$ cat src/rtl/arp_tx_ctrl_if.sv
// Frame-control bus between the ARP transmit scheduler and the ARP transmitter.
interface arp_tx_ctrl_if;
    logic        arp_tx_en;
    logic        arp_tx_op;
    logic [47:0] des_mac;
    logic [31:0] des_ip;
    logic        arp_tx_done;

    modport master (output arp_tx_en, arp_tx_op, des_mac, des_ip, input arp_tx_done);
    modport slave  (input arp_tx_en, arp_tx_op, des_mac, des_ip, output arp_tx_done);
endinterface

$ cat src/rtl/arp_tx_ctrl.sv
// Schedules ARP replies (priority) and requests onto the transmitter, holding frame
// fields stable, enforcing an inter-frame gap, aborting hung frames and counting traffic.
module arp_tx_ctrl #(
    parameter int unsigned IFG_CYCLES    = 12,
    parameter int unsigned PERIOD_CYCLES = 0,
    parameter int unsigned TX_TIMEOUT    = 128,
    parameter logic [31:0] TARGET_IP     = 32'hac_1c_4a_90
) (
    input  logic          arp_tx_clk,
    input  logic          rstn,
    input  logic          rx_req_valid,
    input  logic [47:0]   rx_src_mac,
    input  logic [31:0]   rx_src_ip,
    input  logic          user_req,
    arp_tx_ctrl_if.master tx,
    output logic          busy,
    output logic          tx_timeout,
    output logic [15:0]   reply_cnt,
    output logic [15:0]   request_cnt,
    output logic [15:0]   drop_cnt
);

    localparam int unsigned WD_W     = (TX_TIMEOUT > 1) ? $clog2(TX_TIMEOUT) : 1;
    localparam int unsigned GAP_W    = $clog2(IFG_CYCLES + 1);
    localparam int unsigned TMR_W    = (PERIOD_CYCLES > 1) ? $clog2(PERIOD_CYCLES) : 1;
    localparam int unsigned TMR_LAST = (PERIOD_CYCLES == 0) ? 0 : PERIOD_CYCLES - 1;

    typedef enum logic [1:0] {IDLE, SEND, GAP} state_t;

    state_t             state;
    state_t             state_next;
    logic               pend_rep;
    logic               pend_req;
    logic [47:0]        rep_mac;
    logic [31:0]        rep_ip;
    logic [WD_W-1:0]    wd_cnt;
    logic [GAP_W-1:0]   gap_cnt;
    logic [TMR_W-1:0]   period_tmr;
    logic               timer_fire;
    logic               launch_rep;
    logic               launch_req;
    logic               frame_end;
    logic               frame_abort;

    assign busy       = (state != IDLE);
    assign timer_fire = (PERIOD_CYCLES != 0) && (period_tmr == TMR_W'(TMR_LAST));

    always_ff @(posedge arp_tx_clk) begin
        if (!rstn) state <= IDLE;
        else       state <= state_next;
    end

    always_comb begin
        state_next  = state;
        launch_rep  = 1'b0;
        launch_req  = 1'b0;
        frame_end   = 1'b0;
        frame_abort = 1'b0;
        case (state)
            IDLE: begin
                if (pend_rep) begin
                    launch_rep = 1'b1;
                    state_next = SEND;
                end else if (pend_req) begin
                    launch_req = 1'b1;
                    state_next = SEND;
                end
            end
            SEND: begin
                if (tx.arp_tx_done) begin
                    frame_end  = 1'b1;
                    state_next = GAP;
                end else if (wd_cnt == WD_W'(TX_TIMEOUT - 1)) begin
                    frame_abort = 1'b1;
                    state_next  = GAP;
                end
            end
            GAP: begin
                if (gap_cnt == '0) state_next = IDLE;
            end
            default: state_next = IDLE;
        endcase
    end

    // A launch reads the old buffer while a same-cycle pulse re-arms it, so that is not a drop.
    always_ff @(posedge arp_tx_clk) begin
        if (!rstn) begin
            pend_rep <= 1'b0;
            pend_req <= 1'b0;
            rep_mac  <= '0;
            rep_ip   <= '0;
            drop_cnt <= '0;
        end else begin
            if (rx_req_valid) begin
                pend_rep <= 1'b1;
                rep_mac  <= rx_src_mac;
                rep_ip   <= rx_src_ip;
                if (pend_rep && !launch_rep) drop_cnt <= drop_cnt + 16'd1;
            end else if (launch_rep) begin
                pend_rep <= 1'b0;
            end
            if (user_req || timer_fire) pend_req <= 1'b1;
            else if (launch_req)        pend_req <= 1'b0;
        end
    end

    always_ff @(posedge arp_tx_clk) begin
        if (!rstn || timer_fire || PERIOD_CYCLES == 0) period_tmr <= '0;
        else                                           period_tmr <= period_tmr + 1'b1;
    end

    // en falls on the done edge itself so the transmitter never re-triggers.
    always_ff @(posedge arp_tx_clk) begin
        if (!rstn) begin
            tx.arp_tx_en <= 1'b0;
            tx.arp_tx_op <= 1'b0;
            tx.des_mac   <= '0;
            tx.des_ip    <= '0;
            tx_timeout   <= 1'b0;
            wd_cnt       <= '0;
            gap_cnt      <= '0;
            reply_cnt    <= '0;
            request_cnt  <= '0;
        end else begin
            tx_timeout <= frame_abort;
            if (launch_rep) begin
                tx.arp_tx_en <= 1'b1;
                tx.arp_tx_op <= 1'b0;
                tx.des_mac   <= rep_mac;
                tx.des_ip    <= rep_ip;
            end else if (launch_req) begin
                tx.arp_tx_en <= 1'b1;
                tx.arp_tx_op <= 1'b1;
                tx.des_mac   <= '1;
                tx.des_ip    <= TARGET_IP;
            end else if (frame_end || frame_abort) begin
                tx.arp_tx_en <= 1'b0;
            end

            if (state == SEND) wd_cnt <= wd_cnt + 1'b1;
            else               wd_cnt <= '0;

            if (frame_end || frame_abort)              gap_cnt <= GAP_W'(IFG_CYCLES - 1);
            else if (state == GAP && gap_cnt != '0)    gap_cnt <= gap_cnt - 1'b1;

            if (frame_end) begin
                if (tx.arp_tx_op) request_cnt <= request_cnt + 16'd1;
                else              reply_cnt   <= reply_cnt + 16'd1;
            end
        end
    end

endmodule
$ cat src/flat_wrapper.sv
// flat-port wrapper written by rule: the top's interface ports become plain ports
module arp_tx_ctrl_flat 
#(
    parameter int unsigned IFG_CYCLES    = 12,
    parameter int unsigned PERIOD_CYCLES = 0,
    parameter int unsigned TX_TIMEOUT    = 128,
    parameter logic [31:0] TARGET_IP     = 32'hac_1c_4a_90
)
  (arp_tx_clk, rstn, rx_req_valid, rx_src_mac, rx_src_ip, user_req, busy, tx_timeout, reply_cnt, request_cnt, drop_cnt, tx_arp_tx_en, tx_arp_tx_op, tx_des_mac, tx_des_ip, tx_arp_tx_done);
  arp_tx_ctrl_if tx_i ();
  input  logic arp_tx_clk;
  input  logic rstn;
  input  logic rx_req_valid;
  input  logic [47:0] rx_src_mac;
  input  logic [31:0] rx_src_ip;
  input  logic user_req;
  output logic busy;
  output logic tx_timeout;
  output logic [15:0] reply_cnt;
  output logic [15:0] request_cnt;
  output logic [15:0] drop_cnt;
  output wire logic [$bits(tx_i.arp_tx_en)-1:0] tx_arp_tx_en;
  output wire logic [$bits(tx_i.arp_tx_op)-1:0] tx_arp_tx_op;
  output wire logic [$bits(tx_i.des_mac)-1:0] tx_des_mac;
  output wire logic [$bits(tx_i.des_ip)-1:0] tx_des_ip;
  input wire logic [$bits(tx_i.arp_tx_done)-1:0] tx_arp_tx_done;
  assign tx_arp_tx_en = tx_i.arp_tx_en;
  assign tx_arp_tx_op = tx_i.arp_tx_op;
  assign tx_des_mac = tx_i.des_mac;
  assign tx_des_ip = tx_i.des_ip;
  assign tx_i.arp_tx_done = tx_arp_tx_done;
  arp_tx_ctrl #(.IFG_CYCLES(IFG_CYCLES), .PERIOD_CYCLES(PERIOD_CYCLES), .TX_TIMEOUT(TX_TIMEOUT), .TARGET_IP(TARGET_IP)) u_core (.arp_tx_clk(arp_tx_clk), .rstn(rstn), .rx_req_valid(rx_req_valid), .rx_src_mac(rx_src_mac), .rx_src_ip(rx_src_ip), .user_req(user_req), .tx(tx_i), .busy(busy), .tx_timeout(tx_timeout), .reply_cnt(reply_cnt), .request_cnt(request_cnt), .drop_cnt(drop_cnt));
endmodule
$ cat config.mk
export PLATFORM = sky130hd
export DESIGN_NAME = arp_tx_ctrl_flat
export DESIGN_NICKNAME = d
export VERILOG_FILES = /design/src/rtl/arp_tx_ctrl_if.sv /design/src/rtl/arp_tx_ctrl.sv /design/src/flat_wrapper.sv
export SDC_FILE = /design/constraint.sdc
export NUM_CORES = 1
export LEC_CHECK = 0
export CORE_MARGIN = 1
export CORE_UTILIZATION = 48
export CTS_CLUSTER_SIZE = 12
export DETAILED_ROUTE_END_ITERATION = 6
export PLACE_DENSITY = 0.77
export SLEW_MARGIN = 20
export SYNTH_ARGS = -nofsm -noshare
export SYNTH_HDL_FRONTEND = slang
export SYNTH_SLANG_ARGS = --single-unit
$ cat constraint.sdc
create_clock -name arp_tx_clk -period 2.1 [get_ports arp_tx_clk]
set_input_delay 0.42 -clock arp_tx_clk [delete_from_list [all_inputs] [get_ports arp_tx_clk]]
set_output_delay 0.42 -clock arp_tx_clk [all_outputs]
set_load 0.02 [all_outputs]
==> flow_summary.ini <==
[worst_setup_path]
r2r_cells = 5
worstReg2RegStart = u_core.drop_cnt[1]$_SDFFE_PN0P_
crit_required_ns = 1.68
critPathCapture = drop_cnt[5]
crit_path_start_kind = flip-flop
cp_max_fo = 5
critPathKind = flip-flop to primary output
worstPathArrival_ns = 1.62
cp-end-kind = primary output
r2r-end = u_core.drop_cnt[14]$_SDFFE_PN0P_
rrSetupSlack_ns = 0.23
startpoint = u_core.drop_cnt[5]$_SDFFE_PN0P_

[route]
wl_met1_um = 8800
detail-route-antenna-nets = 0
top_layer = met4
wl_met3_um = 1560
met2_length_um = 9760
routed-via-count = 6962
wire_per_inst_um = 16.0
drc = 0
drt-total-wl_um = 20800
avgViaCountPerCell = 5.33
drt_iter0_markers = 347
first_pass_iters = 7

[logic_synthesis]
ys_ff_latch = 226
syn_inst = 861
ys_async_sr_fraction = 0
synth_edf_count = 0
syn_nets = 951
ys.flop_type = dfxtp_1
synth_seq_area_share = 0.546
synth_cell_types = 43
syn_area_per_cell_um2 = 9.62
synth-warning-count = 0
syn_area_um2 = 8280

[clocking]
cts_tree = done
cts_made_buffers = 24
clk_pin_slew_ns = 0.06
cts_buffer_depth = 3
post-cts-setup-buffers = 0
cts_sinks = 226
cts_hold_buf = 0
clock_latency_ns = 0.50
cts_resized = 4
cts-root-buf = clkbuf_16
cts_max_level = 1

[grt]
grt_pass1_vias = 6714
antenna_found_initial = 0
grt_pass1_wl_um = 33200
globalRouteTotalUtil = 0.227
grt_max_degree = 61
overflow = 0

[sta]
fmax_mhz = 489
slew_headroom = 0.382
final_hold_viol_count = 0
finClkSkew_ns = 0.00594
tightest_slew_ns = 0.928
fin_crit_ns = 2.04
rsz0062_at_grt = no
finalSetupViolCount = 0
slew_violations = 0
period_share = 0.973

[pwr]
power_density_nw_per_um2 = 873
irDropWorstVdd_mv = 0.878
leakage_nw = 4.48
p_total_mw = 10.0

[layout]
mostFrequentLayoutCells = 225 x dfxtp_1, 212 x clkdlybuf4s50_1, 200 x nor2_1, 84 x mux2i_1, 60 x o22ai_1
filler_cell_count = 1339
drive_gt1_frac = 0.0646
fin_cells = 1305
layout_commonest_cell = dfxtp_1
nets = 1163
area_growth_pct = 38.4
final_core_util = 0.686

[status]
status = completed

[place]
port_buffers = 216
dp.cells = 1267
dp_hpwl_um = 13400
gp_congestion = 0.791

[floorplan]
ios = 217
dieArea_um2 = 17800
die_y_um = 133
die_w_um = 133
rows = 47
core_um2 = 16700
start_util = 0.496

[hold_path]
hold_class = primary input to flip-flop

[flow_run]
max_cap_viol_count = 0
[cells by family (layout without fill, tap and decap cells)]
logic type                 count (synthesis)  after routing  share of synthesized area
AOI/OAI and AO/OA                        127            127                     0.0979
muxes                                     84             84                      0.102
other                                      0              1                          0
buffers and inverters                     65            288                     0.0335
and+or+nand+nor                          317            317                      0.174
DFF                                      226            226                      0.546
adders and majority gates                  5              5                    0.00755
xor gates and xnor gates                  37             37                     0.0391
[synth_stat cells (all sizes together), types with 2 or more instances]
| library cell | count | share of area |
|---|---|---|
| xnor2 | 23 | 0.024 |
| o31ai | 3 | 0.0027 |
| and3 | 3 | 0.0023 |
| o21ai | 13 | 0.0079 |
| nand2 | 26 | 0.012 |
| inv | 9 | 0.0041 |
| and2 | 2 | 0.0015 |
| clkbuf | 41 | 0.019 |
| dfxtp | 226 | 0.55 |
| a21oi | 21 | 0.013 |
| nand2b | 6 | 0.0045 |
| nor4 | 11 | 0.0083 |
| or3 | 15 | 0.012 |
| nor2 | 200 | 0.091 |
| nand4 | 16 | 0.012 |
| o22ai | 60 | 0.045 |
| or4 | 3 | 0.0032 |
| nand3 | 17 | 0.010 |
| a22oi | 20 | 0.018 |
| o21a | 5 | 0.0045 |
| ha | 5 | 0.0076 |
| and4 | 3 | 0.0032 |
| o211ai | 2 | 0.0035 |
| mux2i | 84 | 0.10 |
| nor3 | 8 | 0.0048 |
| buf | 15 | 0.011 |
| xor2 | 14 | 0.015 |
[sequential cells by signal (all words and copies together) (netlist names)]
| name | cells |
|---|---|
| u_core.tx_timeout | 1 |
| u_core.tx.arp_tx_en | 1 |
| u_core.drop_cnt | 16 |
| u_core.request_cnt | 16 |
| u_core.tx.des_ip | 32 |
| u_core.rep_mac | 48 |
| u_core.gap_cnt | 4 |
| u_core.pend_req | 1 |
| u_core.state | 2 |
| u_core.wd_cnt | 7 |
| u_core.tx.des_mac | 48 |
| u_core.tx.arp_tx_op | 1 |
| u_core.rep_ip | 32 |
| u_core.pend_rep | 1 |
| u_core.reply_cnt | 16 |
[critical path, cell delays in order (launching register included)]
cell and delay, ns:
dfxtp_1 0.36, buf_4 0.15, clkdlybuf4s50_1 0.62
[power by group]
group	switching (mW)	internal, mW	total (mW)
logic	0.727	0.682	1.41
registers	0.148	4.55	4.70
clock network	1.62	2.28	3.91
total	2.50	7.52	10.0
[worst min-delay path by stage]
stage                     slack, ns                              end  cells after the start                   startpoint
final                          0.41  u_core.drop_cnt[1]$_SDFFE_PN0P_                      4                 rx_req_valid
after CTS                      0.40  u_core.drop_cnt[1]$_SDFFE_PN0P_                      4                 rx_req_valid
after global placement         0.45      u_core.wd_cnt[0]$_SDFF_PN0_                      1  u_core.wd_cnt[0]$_SDFF_PN0_
after global routing           0.43  u_core.drop_cnt[1]$_SDFFE_PN0P_                      4                 rx_req_valid
after detailed placement       0.45      u_core.wd_cnt[0]$_SDFF_PN0_                      1  u_core.wd_cnt[0]$_SDFF_PN0_
after floorplan                0.43      u_core.wd_cnt[0]$_SDFF_PN0_                      1  u_core.wd_cnt[0]$_SDFF_PN0_
[final cells by class]
type,instances,area [µm²],area share
flip-flops and latches,226,4530,0.395
multi-input cells,570,3480,0.304
repair buffers,242,2420,0.211
clock buffers,33,696,0.0607
well taps,220,275,0.0240
inverters,9,38.8,0.00338
clock inverters,4,22.5,0.00196
diodes,1,2.50,0.000218
[stage by stage]
stage          area, µm²  TNS, ns  hold WS (ns)  worst slack [ns]
2_1_floorplan       8280        0         0.430             0.150
3_3_place_gp       10700  -0.0442         0.449           -0.0442
3_5_place_dp       10700   -0.204         0.453           -0.0821
4_1_cts            11500        0         0.404            0.0229
5_1_grt            11500        0         0.429          0.000550
6_report           11500        0         0.413            0.0561
[per-layer routing]
layer | track usage | vias to the layer above
met5 | 0 | -
met4 | 0.0934 | 0
met3 | 0.0704 | 47
met2 | 0.381 | 191
met1 | 0.269 | 3308
li1 | - | 3416
(Power assumes the default switching activity.)
